==> config.mk <==
export PLATFORM = sky130hd
export DESIGN_NAME = multicycle_controller
export DESIGN_NICKNAME = d
export VERILOG_FILES = /design/src/rtl/ctrl_pkg.sv /design/src/rtl/opcode_decoder.sv /design/src/rtl/multicycle_controller.sv
export SDC_FILE = /design/constraint.sdc
export NUM_CORES = 1
export LEC_CHECK = 0
export ABC_CLOCK_PERIOD_IN_PS = 1900
export CORE_UTILIZATION = 46
export CTS_CLUSTER_SIZE = 30
export DETAILED_ROUTE_END_ITERATION = 8
export GPL_ROUTABILITY_DRIVEN = 0
export PLACE_DENSITY_LB_ADDON = 0.2
export SLEW_MARGIN = 15
export SYNTH_ARGS = -nofsm -noshare
export SYNTH_HDL_FRONTEND = slang
export SYNTH_SLANG_ARGS = --single-unit
==> constraint.sdc <==
create_clock -name clk -period 1.9 [get_ports clk]
set_input_delay 0.38 -clock clk [delete_from_list [all_inputs] [get_ports clk]]
set_output_delay 0.38 -clock clk [all_outputs]
set_load 0.03 [all_outputs]
==> src/rtl/ctrl_pkg.sv <==
`default_nettype none
// ============================================================================
// Module      : ctrl_pkg
// Description : Shared opcodes, FSM states and control-word types for the
//               multicycle RV32I controller.
// Revision    : 1.0 - initial release
// ============================================================================
package ctrl_pkg;

    localparam logic [6:0] R_TYPE = 7'b0110011;
    localparam logic [6:0] I_TYPE = 7'b0010011;
    localparam logic [6:0] LW     = 7'b0000011;
    localparam logic [6:0] SW     = 7'b0100011;
    localparam logic [6:0] BR     = 7'b1100011;
    localparam logic [6:0] LUI    = 7'b0110111;
    localparam logic [6:0] JAL    = 7'b1101111;
    localparam logic [6:0] JALR   = 7'b1100111;
    localparam logic [6:0] HALT   = 7'b1111111;

    localparam logic [1:0] ALUOP_MEM    = 2'b00;
    localparam logic [1:0] ALUOP_BRANCH = 2'b01;
    localparam logic [1:0] ALUOP_ARITH  = 2'b10;
    localparam logic [1:0] ALUOP_JUMP   = 2'b11;

    localparam logic [1:0] FAULT_NONE    = 2'b00;
    localparam logic [1:0] FAULT_ILLEGAL = 2'b01;
    localparam logic [1:0] FAULT_TIMEOUT = 2'b10;

    typedef enum logic [2:0] {
        S_FETCH  = 3'd0,
        S_DECODE = 3'd1,
        S_EXEC   = 3'd2,
        S_MEM    = 3'd3,
        S_WB     = 3'd4,
        S_HALTED = 3'd5,
        S_TRAP   = 3'd6
    } state_e;

    typedef enum logic [1:0] {
        MEM_NONE  = 2'd0,
        MEM_LOAD  = 2'd1,
        MEM_STORE = 2'd2
    } mem_type_e;

    typedef struct packed {
        logic       alu_src;
        logic       mem_to_reg;
        logic [1:0] alu_op;
        logic       jal;
        logic       jalr;
        logic       branch;
        mem_type_e  mem_type;
    } ctrl_word_t;

    localparam ctrl_word_t CTRL_NOP = '{
        alu_src:    1'b0,
        mem_to_reg: 1'b0,
        alu_op:     ALUOP_MEM,
        jal:        1'b0,
        jalr:       1'b0,
        branch:     1'b0,
        mem_type:   MEM_NONE
    };

endpackage : ctrl_pkg
`default_nettype wire

==> src/rtl/opcode_decoder.sv <==
`default_nettype none
// ============================================================================
// Module      : opcode_decoder
// Description : Combinational opcode to control-word decode with legal and
//               halt flags; registered by the controller in DECODE.
// Revision    : 1.0 - initial release
// ============================================================================
module opcode_decoder
    import ctrl_pkg::*;
(
    input  logic [6:0] i_opcode,
    output ctrl_word_t o_ctrl,
    output logic       o_legal,
    output logic       o_halt
);

    always_comb begin
        o_ctrl  = CTRL_NOP;
        o_legal = 1'b1;
        o_halt  = 1'b0;
        case (i_opcode)
            R_TYPE: begin
                o_ctrl.alu_op = ALUOP_ARITH;
            end
            I_TYPE: begin
                o_ctrl.alu_op  = ALUOP_ARITH;
                o_ctrl.alu_src = 1'b1;
            end
            LW: begin
                o_ctrl.alu_op     = ALUOP_MEM;
                o_ctrl.alu_src    = 1'b1;
                o_ctrl.mem_to_reg = 1'b1;
                o_ctrl.mem_type   = MEM_LOAD;
            end
            SW: begin
                o_ctrl.alu_op   = ALUOP_MEM;
                o_ctrl.alu_src  = 1'b1;
                o_ctrl.mem_type = MEM_STORE;
            end
            BR: begin
                o_ctrl.alu_op = ALUOP_BRANCH;
                o_ctrl.branch = 1'b1;
            end
            LUI: begin
                o_ctrl.alu_op  = ALUOP_JUMP;
                o_ctrl.alu_src = 1'b1;
            end
            JAL: begin
                o_ctrl.alu_op = ALUOP_JUMP;
                o_ctrl.jal    = 1'b1;
            end
            JALR: begin
                o_ctrl.alu_op  = ALUOP_JUMP;
                o_ctrl.alu_src = 1'b1;
                o_ctrl.jalr    = 1'b1;
            end
            HALT: begin
                o_halt = 1'b1;
            end
            default: begin
                o_legal = 1'b0;
            end
        endcase
    end

endmodule : opcode_decoder
`default_nettype wire

==> src/rtl/multicycle_controller.sv <==
`default_nettype none
// ============================================================================
// Module      : multicycle_controller
// Description : FETCH/DECODE/EXEC/MEM/WB sequencer for the RV32I core with
//               memory handshakes, MEM timeout, sticky halt/fault and a
//               retired-instruction counter. ILLEGAL_TRAP_EN selects trapping
//               on unknown opcodes (default: executed as a NOP).
// Revision    : 1.0 - initial release
// ============================================================================
module multicycle_controller
    import ctrl_pkg::*;
#(
    parameter int MEM_WAIT_MAX = 15,
    parameter int CNT_W        = 32
) (
    input  logic             clk,
    input  logic             reset,
    input  logic [6:0]       Opcode,
    input  logic             imem_ready,
    input  logic             dmem_ready,
    output logic             imem_req,
    output logic             IRWrite,
    output logic             PCWrite,
    output logic             ALUSrc,
    output logic             MemtoReg,
    output logic             RegWrite,
    output logic             MemRead,
    output logic             MemWrite,
    output logic             Branch,
    output logic             jal,
    output logic             jalr,
    output logic [1:0]       ALUOp,
    output logic             Halt,
    output logic [1:0]       fault,
    output logic             busy,
    output logic [CNT_W-1:0] retired
);

    localparam int                WAIT_W      = $clog2(MEM_WAIT_MAX + 1);
    localparam logic [WAIT_W-1:0] c_wait_last = WAIT_W'(MEM_WAIT_MAX - 1);

    state_e            r_state;
    state_e            w_next_state;
    ctrl_word_t        r_ctrl;
    logic              r_nop;
    logic [WAIT_W-1:0] r_wait;
    logic [1:0]        r_fault;
    logic [CNT_W-1:0]  r_retired;

    ctrl_word_t        w_dec_ctrl;
    logic              w_dec_legal;
    logic              w_dec_halt;
    logic              w_retire;
    logic              w_set_fault;
    logic [1:0]        w_fault_code;
    logic              w_is_load;
    logic              w_is_store;

    opcode_decoder u_opcode_decoder (
        .i_opcode (Opcode),
        .o_ctrl   (w_dec_ctrl),
        .o_legal  (w_dec_legal),
        .o_halt   (w_dec_halt)
    );

    assign w_is_load  = (r_ctrl.mem_type == MEM_LOAD);
    assign w_is_store = (r_ctrl.mem_type == MEM_STORE);

    always_comb begin
        w_next_state = r_state;
        w_retire     = 1'b0;
        w_set_fault  = 1'b0;
        w_fault_code = FAULT_NONE;
        case (r_state)
            S_FETCH: begin
                if (imem_ready) begin
                    w_next_state = S_DECODE;
                end
            end
            S_DECODE: begin
                if (w_dec_halt) begin
                    w_next_state = S_HALTED;
                end else if (!w_dec_legal) begin
`ifdef ILLEGAL_TRAP_EN
                    w_next_state = S_TRAP;
                    w_set_fault  = 1'b1;
                    w_fault_code = FAULT_ILLEGAL;
`else
                    w_next_state = S_EXEC;
`endif
                end else begin
                    w_next_state = S_EXEC;
                end
            end
            S_EXEC: begin
                if (r_ctrl.branch || r_nop) begin
                    w_retire     = 1'b1;
                    w_next_state = S_FETCH;
                end else if (r_ctrl.mem_type != MEM_NONE) begin
                    w_next_state = S_MEM;
                end else begin
                    w_next_state = S_WB;
                end
            end
            S_MEM: begin
                // A completing access beats a timeout landing in the same cycle.
                if (dmem_ready) begin
                    if (w_is_load) begin
                        w_next_state = S_WB;
                    end else begin
                        w_retire     = 1'b1;
                        w_next_state = S_FETCH;
                    end
                end else if (r_wait == c_wait_last) begin
                    w_next_state = S_TRAP;
                    w_set_fault  = 1'b1;
                    w_fault_code = FAULT_TIMEOUT;
                end
            end
            S_WB: begin
                w_retire     = 1'b1;
                w_next_state = S_FETCH;
            end
            S_HALTED: begin
                w_next_state = S_HALTED;
            end
            S_TRAP: begin
                w_next_state = S_TRAP;
            end
            default: begin
                w_next_state = S_FETCH;
            end
        endcase
    end

    always_ff @(posedge clk) begin
        if (reset) begin
            r_state   <= S_FETCH;
            r_ctrl    <= CTRL_NOP;
            r_nop     <= 1'b0;
            r_wait    <= '0;
            r_fault   <= FAULT_NONE;
            r_retired <= '0;
        end else begin
            r_state <= w_next_state;
            if (r_state == S_DECODE) begin
                r_ctrl <= w_dec_ctrl;
                r_nop  <= !w_dec_legal;
            end
            if ((r_state == S_MEM) && (w_next_state == S_MEM)) begin
                r_wait <= r_wait + 1'b1;
            end else begin
                r_wait <= '0;
            end
            if (w_set_fault) begin
                r_fault <= w_fault_code;
            end
            if (w_retire) begin
                r_retired <= r_retired + 1'b1;
            end
        end
    end

    // Strobes are held low while reset is asserted so the reset value is
    // observable before the first clock edge.
    always_comb begin
        imem_req = 1'b0;
        IRWrite  = 1'b0;
        PCWrite  = 1'b0;
        ALUSrc   = 1'b0;
        MemtoReg = 1'b0;
        RegWrite = 1'b0;
        MemRead  = 1'b0;
        MemWrite = 1'b0;
        Branch   = 1'b0;
        jal      = 1'b0;
        jalr     = 1'b0;
        ALUOp    = ALUOP_MEM;
        Halt     = 1'b0;
        busy     = 1'b1;
        if (!reset) begin
            case (r_state)
                S_FETCH: begin
                    imem_req = 1'b1;
                    IRWrite  = imem_ready;
                end
                S_EXEC: begin
                    Branch  = r_ctrl.branch;
                    PCWrite = r_ctrl.branch || r_nop;
                end
                S_MEM: begin
                    MemRead  = w_is_load;
                    MemWrite = w_is_store;
                    // A store retires in its completing MEM cycle.
                    PCWrite  = w_is_store && dmem_ready;
                end
                S_WB: begin
                    RegWrite = 1'b1;
                    PCWrite  = 1'b1;
                end
                S_HALTED: begin
                    Halt = 1'b1;
                    busy = 1'b0;
                end
                S_TRAP: begin
                    busy = 1'b0;
                end
                default: begin
                    busy = 1'b1;
                end
            endcase
            if ((r_state == S_EXEC) || (r_state == S_MEM) || (r_state == S_WB)) begin
                ALUSrc   = r_ctrl.alu_src;
                MemtoReg = r_ctrl.mem_to_reg;
                ALUOp    = r_ctrl.alu_op;
                jal      = r_ctrl.jal;
                jalr     = r_ctrl.jalr;
            end
        end
    end

    assign fault   = r_fault;
    assign retired = r_retired;

endmodule : multicycle_controller
`default_nettype wire
==> results_dict.tcl <==
set metrics [dict create \
    worst_pin_slew_ns 0.683 \
    die_h_um 79.1 \
    grt_pass1_vias 2711 \
    yosys_warnings 0 \
    period_share_pct 103 \
    use_met1_pct 29.6 \
    synth-xor-area-share_pct 1.92 \
    run_status "finished, violations left" \
    cp_max_fo 7 \
    hold_violations 0 \
    path_cells "nand2b_4 > buf_6 > o21a_1 > nor2_1 > buf_4 > and2_4 > buf_6" \
    hp-class "flop to flop" \
    dieWidth_um 79.1 \
    drt_first_pass_iters 4 \
    io_pins 60 \
    critPathKind "flop to output pin" \
    synth.top_cell.area_share_pct 35.9 \
    gr-usage-met2_pct 41.2 \
    violations "negative setup slack" \
    antenna_found_initial 0 \
    path_clk_slew_ns 0.09 \
    setup_viol 9 \
    numCtsBuffers 5 \
    die_area_sq_um 6260 \
    slowest_delay_ns 0.37 \
    cts_tree "built" \
    wl_per_cell_um 15.4 \
    synth_compound_area_share_pct 19.6 \
    syn_area_per_cell_sq_um 7.86 \
    min_period_ns 1.95 \
    endpoint_kind "output pin" \
    start_util_pct 48.8 \
    start_kind "flop" \
    ys_ff_latch 49 \
    busiest_layer "met2" \
    rsz0062_at_grt "yes" \
    grt_max_degree 25 \
    p_leak_nw 1.40 \
    synthArstFlopShare_pct 0 \
    via_per_inst 5.89 \
    register_area_sq_um 1020 \
    fin_cells 516 \
    ys_top_cells_by_count "49 x dfxtp_1, 38 x a21oi_1, 27 x nor2_1" \
    max_freq_ghz 0.512 \
    ant_nets 0 \
    fill_cells 454 \
    portBuffers 58 \
    nets 457 \
    synth.mux.area_fraction_pct 0.732 \
    post-dp-hpwl_um 5160 \
    max-clock-path-buffers 2 \
    max_cap_violations 0 \
    synth_top_cell_by_area "dfxtp_1" \
    critPathRequiredTime_ns 1.52 \
    root_buffer "clkbuf_8" \
    vias 3039 \
    synthSimpleGateAreaFrac_pct 35.0 \
    yosysSeqAreaShare_pct 35.9 \
    synthFlopType "dfxtp_1" \
    slowest_stage "dfxtp_4" \
    synth-adder-area-share_pct 1.37 \
    yosysUniqueCellTypes 56 \
    multiInputGateArea_sq_um 1800 \
    grt_overflow 0 \
    total_power_w 0.00209 \
    cts.sink_count 49 \
    drcViolationCount 0 \
    path_common_cell "buf_6" \
    grt_use_total_pct 24.3 \
    synth_nets 362 \
    use_met3_pct 5.29 \
    drive_above_1_share_pct 30.0 \
    grt_pass1_wl_um 12200 \
    syn2layout_area_growth_pct 48.7 \
    relSlewSlack_pct 54.1 \
    synth_top_family_by_area "simple AND/OR/NAND/NOR gates" \
    netlist_area_sq_um 2730 \
    finClkSkew_ns 0.0146 \
    diodes 0 \
    clkLatencyLatePin_ns 0.32 \
    arrival_ns 1.57 \
    p_per_area_nw_per_um2 513 \
    synth_area_leaders "dfxtp_1 36%, a21oi_1 7.0%, nor2_1 3.7%, nand3_1 3.7%, o31ai_1 3.3%" \
    setup_ws_ns -0.0540 \
    ir_worst_vdd_mv 0.350 \
    slew_violations 0 \
    post-place-cells 497 \
    syn_inst 348 \
    synth_most_common_cell "dfxtp_1" \
    dr.first_iter.drc_count 234 \
    rows 27 \
    wl_um 7920 \
    synth_edf_count 0 \
    coreArea_sq_um 5610 \
    cts_max_level 2 \
]
flip-flops by register name (all words and copies together), names as in the netlist:
name     cells
fault        1
r_ctrl       8
r_nop        1
r_state      3
r_wait       4
retired     32
kinds of logic (layout without fill, tap and decap cells):
kind of cell               Yosys count  after routing
muxes                                2              2
AOI/OAI and AO/OA                   90             90
other                                1              1
adders and majority gates            3              3
buffers and inverters               34            130
DFF                                 49             49
xor gates and xnor gates             6              6
and+or+nand+nor                    163            163
layer usage:
| layer | wire length, um | vias up |
|---|---|---|
| li1 | - | 1483 |
| met1 | 3370 | 1443 |
| met2 | 3980 | 92 |
| met3 | 368 | 21 |
| met4 | 204 | 0 |
| met5 | 0 | - |
final timing paths:
check                    startpoint                  endpoint  slack (ns)  cells past startpoint
min reg2reg  r_ctrl[5]$_SDFFE_PP0N_    r_ctrl[5]$_SDFFE_PP0N_        0.46                      2
max           r_state[2]$_SDFF_PP0_                    ALUSrc       -0.05                      7
max reg2reg   r_state[2]$_SDFF_PP0_  retired[27]$_SDFFE_PP0P_        0.04                      6
min          r_ctrl[5]$_SDFFE_PP0N_    r_ctrl[5]$_SDFFE_PP0N_        0.46                      2
per-stage QoR:
step / hold slack (ns) / area (sq um) / worst slack, ns / utilization [%] / setup TNS [ns]
final: 0.457 / 4070 / -0.0540 / 72.5 / -0.377
after detailed placement: 0.442 / 3610 / -0.498 / 64.4 / -11.17
after global placement: 0.438 / 3610 / -0.442 / 64.4 / -9.55
after global routing: 0.490 / 4070 / -0.104 / 72.5 / -1.24
after CTS: 0.460 / 3900 / -0.0328 / 69.6 / -0.203
after floorplan: 0.427 / 2780 / -0.00873 / - / -0.0105
power breakdown:
part | leakage (nW) | internal, W | switching (W)
sequential | 0.407 | 0.00103 | 0.0000146
clock | 0.0554 | 0.000396 | 0.000371
combinational | 0.937 | 0.000129 | 0.000147
total | 1.40 | 0.00155 | 0.000533
repair_timing:
action | CTS | global route
buffers inserted | 6 | 5
gates resized for setup | 35 | 28
gates cloned | 0 | 0
endpoints found under the setup margin | 30 | 38
pin swaps | 10 | 6
hold buffers | 0 | 0
area by class of cell:
cell class / instances / area share [%]
multi-input cells: 265 / 44.3
flip-flops and latches: 49 / 25.2
repair buffers: 109 / 24.3
well taps: 72 / 2.22
clock buffers: 6 / 1.79
inverters: 13 / 1.20
clock inverters: 2 / 0.954
worst max-delay path: cells and delay by family, from the launching register on:
family          cells  cell delay [ns]
compound gates      1             0.10
buf+inv             3             0.41
flops               1             0.37
simple gates        3             0.39
cell usage in the layout, fill, tap and decap left out, types with 3 or more instances in the layout:
master / count
dfxtp_4: 9
nand2_1: 19
buf_6: 11
nor3_1: 8
clkdlybuf4s50_1: 40
clkbuf_8: 5
nand2b_1: 3
a21oi_1: 36
and3_1: 3
nand3_1: 20
and2_4: 8
nand4_1: 8
nand3b_1: 3
nor4_1: 4
o21ai_0: 17
nor2_1: 24
dfxtp_1: 32
nor2b_1: 5
o21a_1: 3
xnor2_1: 4
buf_4: 51
inv_1: 13
o31ai_1: 11
or4_1: 11
nor2_2: 3
ha_1: 3
or3_1: 14
dfxtp_2: 8
nor4_2: 3
Power figures use the tool's default switching activity.
